**src/rtl/array_seq_16_if.sv**
```systemverilog
// array_seq_16_if: tile-scheduler and array control bundle of the array sequencer.
// master = scheduler/array side, slave = the sequencer.
interface array_seq_16_if #(
    parameter int HEIGHT = 16,
    parameter int WIDTH  = 16,
    parameter int KW     = 16
);
    logic              start;
    logic [KW-1:0]     k_len;
    logic              busy;
    logic              done;
    logic              wght_req;
    logic [HEIGHT-1:0] ifm_req;
    logic [HEIGHT-1:0] en_i;
    logic [HEIGHT-1:0] clr_i;
    logic [HEIGHT-1:0] mac_done;
    logic [WIDTH-1:0]  en_w;
    logic [WIDTH-1:0]  clr_w;
    logic [WIDTH-1:0]  en_o;
    logic [WIDTH-1:0]  clr_o;

    modport master (
        output start, k_len,
        input  busy, done, wght_req, ifm_req, en_i, clr_i, mac_done, en_w, clr_w, en_o, clr_o
    );

    modport slave (
        input  start, k_len,
        output busy, done, wght_req, ifm_req, en_i, clr_i, mac_done, en_w, clr_w, en_o, clr_o
    );
endinterface

```
**src/rtl/array_seq_16.sv**
```systemverilog
// array_seq_16: weight-load / compute / drain control sequencer for the systolic array.
// Row 0 and column 0 controls come from the FSM; other rows/columns are shifted copies.
module array_seq_16 #(
    parameter int HEIGHT     = 16,
    parameter int WIDTH      = 16,
    parameter int MAC_CYCLES = 256,
    parameter int KW         = 16,
    parameter int DRAIN_GAP  = 2
) (
    input  logic          clk,
    input  logic          rst,
    array_seq_16_if.slave bus
);
    localparam int MW       = $clog2(MAC_CYCLES) + 1;
    localparam int PW       = $clog2(HEIGHT + WIDTH + DRAIN_GAP) + 1;
    localparam int SKEW_LEN = HEIGHT - 1 + DRAIN_GAP;

    typedef enum logic [2:0] {IDLE, WLOAD, COMPUTE, SKEW, DRAIN} state_t;

    state_t            st, ns;
    logic [PW-1:0]     p, np;
    logic [MW-1:0]     m, nm;
    logic [KW-1:0]     v, nv, kq, nk;
    logic              last_mac, last_vec;
    logic              busy_d, done_d, clr_w_d, en_w_d, clr_i_d, en_i_d, ifm_d, mac_d, clr_o_d, en_o_d;
    logic              busy_q, done_q, wght_q;
    logic [WIDTH-1:0]  clr_w_q, en_w_q, clr_o_q, en_o_q;
    logic [HEIGHT-1:0] clr_i_q, en_i_q, ifm_q, mac_q;

    assign last_mac = m == MW'(MAC_CYCLES - 1);
    assign last_vec = v == kq - 1'b1;

    always_ff @(posedge clk) begin
        if (rst) begin
            st <= IDLE;
            p  <= '0;
            m  <= '0;
            v  <= '0;
            kq <= '0;
        end else begin
            st <= ns;
            p  <= np;
            m  <= nm;
            v  <= nv;
            kq <= nk;
        end
    end

    // p is the cycle index inside the current phase; in COMPUTE it only flags clr_i (0) vs en_i (1)
    always_comb begin
        ns = st;
        np = p + 1'b1;
        nm = m;
        nv = v;
        nk = kq;
        case (st)
            IDLE: begin
                np = '0;
                if (bus.start) begin
                    nk = bus.k_len;
                    ns = bus.k_len == '0 ? IDLE : WLOAD;
                end
            end
            WLOAD: begin
                if (p == PW'(HEIGHT)) begin
                    ns = COMPUTE;
                    np = '0;
                    nm = '0;
                    nv = '0;
                end
            end
            COMPUTE: begin
                np = PW'(1);
                nm = (p == '0 || last_mac) ? '0 : m + 1'b1;
                nv = p == '0 ? '0 : v + KW'(last_mac);
                if (p != '0 && last_mac && last_vec) begin
                    ns = SKEW_LEN == 0 ? DRAIN : SKEW;
                    np = '0;
                end
            end
            SKEW: begin
                if (p == PW'(SKEW_LEN - 1)) begin
                    ns = DRAIN;
                    np = '0;
                end
            end
            DRAIN: begin
                if (p == PW'(HEIGHT + WIDTH - 1)) begin
                    ns = IDLE;
                    np = '0;
                end
            end
            default: ns = IDLE;
        endcase
    end

    // Decode the coming cycle so every output leaves a flop
    always_comb begin
        busy_d  = ns != IDLE;
        clr_w_d = ns == WLOAD && np == '0;
        en_w_d  = ns == WLOAD && np != '0;
        clr_i_d = ns == COMPUTE && np == '0;
        en_i_d  = ns == COMPUTE && np != '0;
        ifm_d   = en_i_d && nm == '0;
        mac_d   = en_i_d && nm == MW'(MAC_CYCLES - 1);
        clr_o_d = ns == DRAIN && np == '0;
        en_o_d  = ns == DRAIN && np != '0 && np <= PW'(HEIGHT);
        done_d  = (st == DRAIN && p == PW'(HEIGHT + WIDTH - 1)) ||
                  (st == IDLE && bus.start && bus.k_len == '0);
    end

    always_ff @(posedge clk) begin
        if (rst) begin
            busy_q  <= 1'b0;
            done_q  <= 1'b0;
            wght_q  <= 1'b0;
            clr_w_q <= '0;
            en_w_q  <= '0;
            clr_i_q <= '0;
            en_i_q  <= '0;
            ifm_q   <= '0;
            mac_q   <= '0;
            clr_o_q <= '0;
            en_o_q  <= '0;
        end else begin
            busy_q  <= busy_d;
            done_q  <= done_d;
            wght_q  <= en_w_d;
            clr_w_q <= {WIDTH{clr_w_d}};
            en_w_q  <= {WIDTH{en_w_d}};
            clr_i_q <= (clr_i_q << 1) | HEIGHT'(clr_i_d);
            en_i_q  <= (en_i_q << 1) | HEIGHT'(en_i_d);
            ifm_q   <= (ifm_q << 1) | HEIGHT'(ifm_d);
            mac_q   <= (mac_q << 1) | HEIGHT'(mac_d);
            clr_o_q <= (clr_o_q << 1) | WIDTH'(clr_o_d);
            en_o_q  <= (en_o_q << 1) | WIDTH'(en_o_d);
        end
    end

    assign bus.busy     = busy_q;
    assign bus.done     = done_q;
    assign bus.wght_req = wght_q;
    assign bus.clr_w    = clr_w_q;
    assign bus.en_w     = en_w_q;
    assign bus.clr_i    = clr_i_q;
    assign bus.en_i     = en_i_q;
    assign bus.ifm_req  = ifm_q;
    assign bus.mac_done = mac_q;
    assign bus.clr_o    = clr_o_q;
    assign bus.en_o     = en_o_q;
endmodule
```
**src/flat_wrapper.sv**
```systemverilog
// flat-port wrapper written by rule: the top's interface ports become plain ports
module array_seq_16_flat 
#(
    parameter int HEIGHT     = 16,
    parameter int WIDTH      = 16,
    parameter int MAC_CYCLES = 256,
    parameter int KW         = 16,
    parameter int DRAIN_GAP  = 2
)
  (clk, rst, bus_start, bus_k_len, bus_busy, bus_done, bus_wght_req, bus_ifm_req, bus_en_i, bus_clr_i, bus_mac_done, bus_en_w, bus_clr_w, bus_en_o, bus_clr_o);
  array_seq_16_if #(.HEIGHT(HEIGHT), .WIDTH(WIDTH), .KW(KW)) bus_i ();
  input  logic clk;
  input  logic rst;
  input wire logic [$bits(bus_i.start)-1:0] bus_start;
  input wire logic [$bits(bus_i.k_len)-1:0] bus_k_len;
  output wire logic [$bits(bus_i.busy)-1:0] bus_busy;
  output wire logic [$bits(bus_i.done)-1:0] bus_done;
  output wire logic [$bits(bus_i.wght_req)-1:0] bus_wght_req;
  output wire logic [$bits(bus_i.ifm_req)-1:0] bus_ifm_req;
  output wire logic [$bits(bus_i.en_i)-1:0] bus_en_i;
  output wire logic [$bits(bus_i.clr_i)-1:0] bus_clr_i;
  output wire logic [$bits(bus_i.mac_done)-1:0] bus_mac_done;
  output wire logic [$bits(bus_i.en_w)-1:0] bus_en_w;
  output wire logic [$bits(bus_i.clr_w)-1:0] bus_clr_w;
  output wire logic [$bits(bus_i.en_o)-1:0] bus_en_o;
  output wire logic [$bits(bus_i.clr_o)-1:0] bus_clr_o;
  assign bus_i.start = bus_start;
  assign bus_i.k_len = bus_k_len;
  assign bus_busy = bus_i.busy;
  assign bus_done = bus_i.done;
  assign bus_wght_req = bus_i.wght_req;
  assign bus_ifm_req = bus_i.ifm_req;
  assign bus_en_i = bus_i.en_i;
  assign bus_clr_i = bus_i.clr_i;
  assign bus_mac_done = bus_i.mac_done;
  assign bus_en_w = bus_i.en_w;
  assign bus_clr_w = bus_i.clr_w;
  assign bus_en_o = bus_i.en_o;
  assign bus_clr_o = bus_i.clr_o;
  array_seq_16 #(.HEIGHT(HEIGHT), .WIDTH(WIDTH), .MAC_CYCLES(MAC_CYCLES), .KW(KW), .DRAIN_GAP(DRAIN_GAP)) u_core (.clk(clk), .rst(rst), .bus(bus_i));
endmodule
```
**config.mk**
```make
export PLATFORM = sky130hd
export DESIGN_NAME = array_seq_16_flat
export DESIGN_NICKNAME = d
export VERILOG_FILES = /design/src/rtl/array_seq_16_if.sv /design/src/rtl/array_seq_16.sv /design/src/flat_wrapper.sv
export SDC_FILE = /design/constraint.sdc
export NUM_CORES = 1
export LEC_CHECK = 0
export CAP_MARGIN = 20
export CORE_MARGIN = 5
export CORE_UTILIZATION = 45
export CTS_CLUSTER_DIAMETER = 50
export DETAILED_ROUTE_END_ITERATION = 6
export GPL_TIMING_DRIVEN = 0
export PLACE_DENSITY = 0.79
export SLEW_MARGIN = 20
export SYNTH_ARGS = -nofsm -noshare
export SYNTH_HDL_FRONTEND = slang
export SYNTH_SLANG_ARGS = --single-unit
```
**constraint.sdc**
```tcl
create_clock -name clk -period 7.65 [get_ports clk]
set_clock_uncertainty 0.05 [all_clocks]
set_input_delay 1.53 -clock clk [delete_from_list [all_inputs] [get_ports clk]]
set_output_delay 1.53 -clock clk [all_outputs]
set_load 0.02 [all_outputs]
```
==> results_tabular.tex <==
\begin{tabular}{lr}
\hline
Metric & Value \\
\hline
\multicolumn{2}{l}{\textbf{Global route}} \\
\quad Largest net degree at the start of global routing & 18 \\
\quad Initial antenna violation count & 0 \\
\quad Grt total ovfl & 0 \\
\quad Vias in the first global route & 4876 \\
\quad All-layer global routing usage & 0.1866 \\
\quad First-pass GRT wire length & 24.41 mm \\
\multicolumn{2}{l}{\textbf{Floorplanning}} \\
\quad Die footprint & 16360 sq um \\
\quad Initial Util & 0.4543 \\
\quad Core Rows & 43 \\
\quad Y dimension of the die & 127.9 um \\
\quad Overall die width & 127.9 um \\
\quad I/O pin total & 150 \\
\quad Core Footprint & 13770 sq um \\
\multicolumn{2}{l}{\textbf{Place}} \\
\quad Final RePlAce weighted congestion & 0.8866 \\
\quad Setup WS pre-CTS & 4.205 ns \\
\quad Count of port buffers added during placement & 148 \\
\quad Sum of net half-perimeters after detailed placement & 11.18 mm \\
\quad Placed cell count & 1018 \\
\multicolumn{2}{l}{\textbf{Synth}} \\
\quad Leading area contributor after synthesis & sky130\_fd\_sc\_hd\_\_dfxtp\_1 \\
\quad Proportion of synthesized flip-flops having asynchronous set or reset & 0 \\
\quad Post-synth net total & 716 \\
\quad Register area share after synthesis & 0.4831 \\
\quad Netlist Area Pre-Place & 6257 sq um \\
\quad Number of enable-type register cells in the synthesized netlist & 0 \\
\quad Fraction of synthesized cell area taken by the top area cell type & 0.4831 \\
\quad Leading post-synthesis cells by cell area & sky130\_fd\_sc\_hd\_\_dfxtp\_1 48\%, sky130\_fd\_sc\_hd\_\_nor2b\_1 9.3\%, sky130\_fd\_sc\_hd\_\_a21oi\_1 3.8\% \\
\quad \#FFs+latches synth & 151 \\
\quad Synth Flop Type & sky130\_fd\_sc\_hd\_\_dfxtp\_1 \\
\quad Yosys warning count & 0 \\
\quad Synth Area per Inst & 9.068 sq um \\
\quad Count of unique library cells instantiated by Yosys & 61 \\
\quad Number of instances in the synthesized netlist & 690 \\
\multicolumn{2}{l}{\textbf{Detailed routing}} \\
\quad WL/cell & 14.39 um \\
\quad Via count of the routed design & 5352 \\
\quad DR iter-0 viols & 311 \\
\quad \# DRC & 0 \\
\quad Vias/cell & 5.097 \\
\quad DRT Wirelength & 15.11 mm \\
\quad Post-detailed-route count of antenna-violating nets & 0 \\
\quad Count of TritonRoute iterations in the first routing pass & 5 \\
\multicolumn{2}{l}{\textbf{STA}} \\
\quad Final min period & 3.573 ns \\
\quad Minimum hold slack & 0.4114 ns \\
\quad Final number of max-transition violations & 0 \\
\quad PnR worst setup slack & 4.077 ns \\
\quad F\_max & 0.2799 GHz \\
\quad Tightest Pin Transition & 0.7982 ns \\
\quad Final number of hold-violating endpoints & 0 \\
\quad Worst-case headroom to the max-slew limit & 0.4665 \\
\quad Setup repair after global routing missed its margin & false \\
\quad Setup TNS & 0 ns \\
\quad Post-route clock period utilization & 0.4671 \\
\quad Setup violation total in the final timing report & 0 \\
\multicolumn{2}{l}{\textbf{Min path}} \\
\quad HP Class & flip-flop to flip-flop \\
\multicolumn{2}{l}{\textbf{Power}} \\
\quad Power density relative to cell area & 205.5 nW/um\^{}2 \\
\quad Switching fraction of total power & 0.2586 \\
\quad Peak ir drop on the vdd network & 0.1482 mV \\
\quad Sequential Power Share & 0.460 \\
\quad Leakage Power & 3.156 nW \\
\quad Switching Power & 452.9 uW \\
\quad Int Pwr & 1.298 mW \\
\quad Part of the total power dissipated in the clock network & 0.451 \\
\quad Combinational share of power & 0.089 \\
\multicolumn{2}{l}{\textbf{Final layout}} \\
\quad Antenna diode count & 0 \\
\quad Most frequent standard cell in the layout excluding fill and tap cells & sky130\_fd\_sc\_hd\_\_dfxtp\_1 \\
\quad Post-layout instance count excluding filler cells & 1050 \\
\quad Layout cells sized above 1 & 0.09770 \\
\quad Most frequent cells in the layout & 151 x sky130\_fd\_sc\_hd\_\_dfxtp\_1, 148 x sky130\_fd\_sc\_hd\_\_clkdlybuf4s50\_1, 93 x sky130\_fd\_sc\_hd\_\_nor2b\_1, 59 x sky130\_fd\_sc\_hd\_\_nand2\_1, 56 x sky130\_fd\_sc\_hd\_\_nor2\_1 \\
\quad Nets & 883 \\
\quad Area Growth Syn to Fin & 36.17\% \\
\quad Final-layout fill cell count & 1156 \\
\quad Share of the core filled with cells in the final layout & 0.6186 \\
\multicolumn{2}{l}{\textbf{Setup path}} \\
\quad Cell family contributing the most delay on the critical path & simple AND/OR/NAND/NOR gates \\
\quad CP arrival & 3.88 ns \\
\quad Critical Path Fanout Max & 8 \\
\quad Setup crit end kind & flip-flop \\
\quad Critical path data required time & 7.95 ns \\
\quad Master of the slowest instance on the critical path & sky130\_fd\_sc\_hd\_\_dfxtp\_1 \\
\quad Critical path, cell by cell & ha\_1, and3\_1, nand3\_1, nor2\_1, ha\_1, ha\_1, ha\_1, nand2\_1, nor3\_1, nand3\_1, or3\_1, a21oi\_1 \\
\quad Sort of element at the start of the critical path & flip-flop \\
\quad Category of the critical setup timing path & flip-flop to flip-flop \\
\quad CP dominant cell by count & sky130\_fd\_sc\_hd\_\_ha\_1 \\
\quad Number of buffer and inverter instances along the worst setup path & 0 \\
\quad Largest stage delay on the critical path & 0.46 ns \\
\multicolumn{2}{l}{\textbf{Clocking}} \\
\quad Clock net sink count & 151 \\
\quad Number of hold buffers added after cts & 0 \\
\quad CTS max path bufs & 2 \\
\quad Num CTS Buffers & 17 \\
\quad Post-CTS setup repair buffer count & 0 \\
\quad TritonCTS clock tree & yes \\
\quad Clock root buffer & sky130\_fd\_sc\_hd\_\_clkbuf\_16 \\
\quad Resize count post-CTS & 0 \\
\quad CTS HTree Levels & 4 \\
\quad Clock latency at the later pin of the worst-skew pair & 0.43 ns \\
\quad Post-CTS clock slew at the launch and capture registers of the worst setup and hold paths & 0.07 ns \\
\multicolumn{2}{l}{\textbf{Flow run}} \\
\quad Max cap viols & 0 \\
\multicolumn{2}{l}{\textbf{Outcome}} \\
\quad Result of the run & complete, no violations \\
\hline
\end{tabular}
## path summary, 6_finish.rpt
path / start / end / slack, ns / depth (start not counted)
max: u_core.m[0] / u_core.v[14] / 4.08 / 12
min: u_core.bus.en_i[11] / u_core.bus.en_i[12] / 0.41 / 1
max reg2reg: u_core.m[0] / u_core.v[14] / 4.08 / 12
min reg2reg: u_core.bus.en_i[11] / u_core.bus.en_i[12] / 0.41 / 1
## kinds of logic after synthesis
family,Yosys count,synth area share
simple gates,299,0.2623
flops,151,0.4831
compound gates,122,0.1276
buf+inv,80,0.06958
xor+xnor,31,0.04339
fa+ha+maj,7,0.01400
## power groups by stage
stage          Combinational [mW]  Sequential (mW)  Clock [mW]
2_1_floorplan               0.103            0.821           0
3_3_place_gp                0.153            0.823           0
3_5_place_dp                0.155            0.823           0
4_1_cts                     0.156            0.805       0.805
5_1_grt                     0.168            0.807       0.845
6_report                    0.155            0.806       0.790
## worst register-to-register path, delay by kind of cell (launching register included)
kind	cells	cell delay, ns
and+or+nand+nor	7	1.70
adders and majority gates	4	1.14
DFF	1	0.46
AOI/OAI and AO/OA	1	0.15
## metal layers
metal	GRT usage	vias to the layer above	wire length, um
li1	-	2674	-
met1	0.2476	2468	6883
met2	0.2948	181	6943
met3	0.03667	29	900
met4	0.08365	0	387
met5	0	-	0
## Yosys cell counts (all sizes together), types with 2 or more instances
cell type	number
nand4	5
inv	11
o211ai	2
a21boi	2
nor3b	6
dfxtp	151
o2111a	2
ha	7
clkbuf	29
a211o	2
a31oi	10
and4	4
xor2	11
or3	5
nand3	15
nand2b	3
and3	9
a21oi	49
nor2b	93
nor3	15
nor4	10
a311oi	3
nand2	59
a22oi	2
or4	2
nand3b	4
o21bai	2
or2	5
a211oi	11
and2	2
o21a	2
o22ai	2
o21ai	20
nor4b	3
a21o	4
xnor2	20
buf	40
nor2	56
## flip-flops by register name, summed over array words and instances (netlist names), 3 cells and up
name                 cells
u_core.st                3
u_core.p                 7
u_core.bus.en_i         16
u_core.bus.mac_done     16
u_core.kq               16
u_core.m                 9
u_core.bus.en_o         16
u_core.bus.clr_i        16
u_core.bus.clr_o        16
u_core.bus.ifm_req      16
u_core.v                16
## through the flow
step           total power, mW  cell area [sq um]
3_5_place_dp            0.9783               7964
5_1_grt                  1.820               8521
6_report                 1.751               8521
4_1_cts                  1.767               8521
3_3_place_gp            0.9763               7964
2_1_floorplan           0.9241               6257
## area by class of cell
class	instances	area, sq um	share of cell area
buffer	69	394.1	0.04626
clock buffer	18	429.2	0.05037
clock inverter	14	127.6	0.01498
inverter	11	41.29	0.004846
multi-input combinational	459	2799	0.3285
sequential	151	3023	0.3548
tap	180	225.2	0.02643
timing repair buffer	148	1481	0.1739
Power figures use the tool's default switching activity.
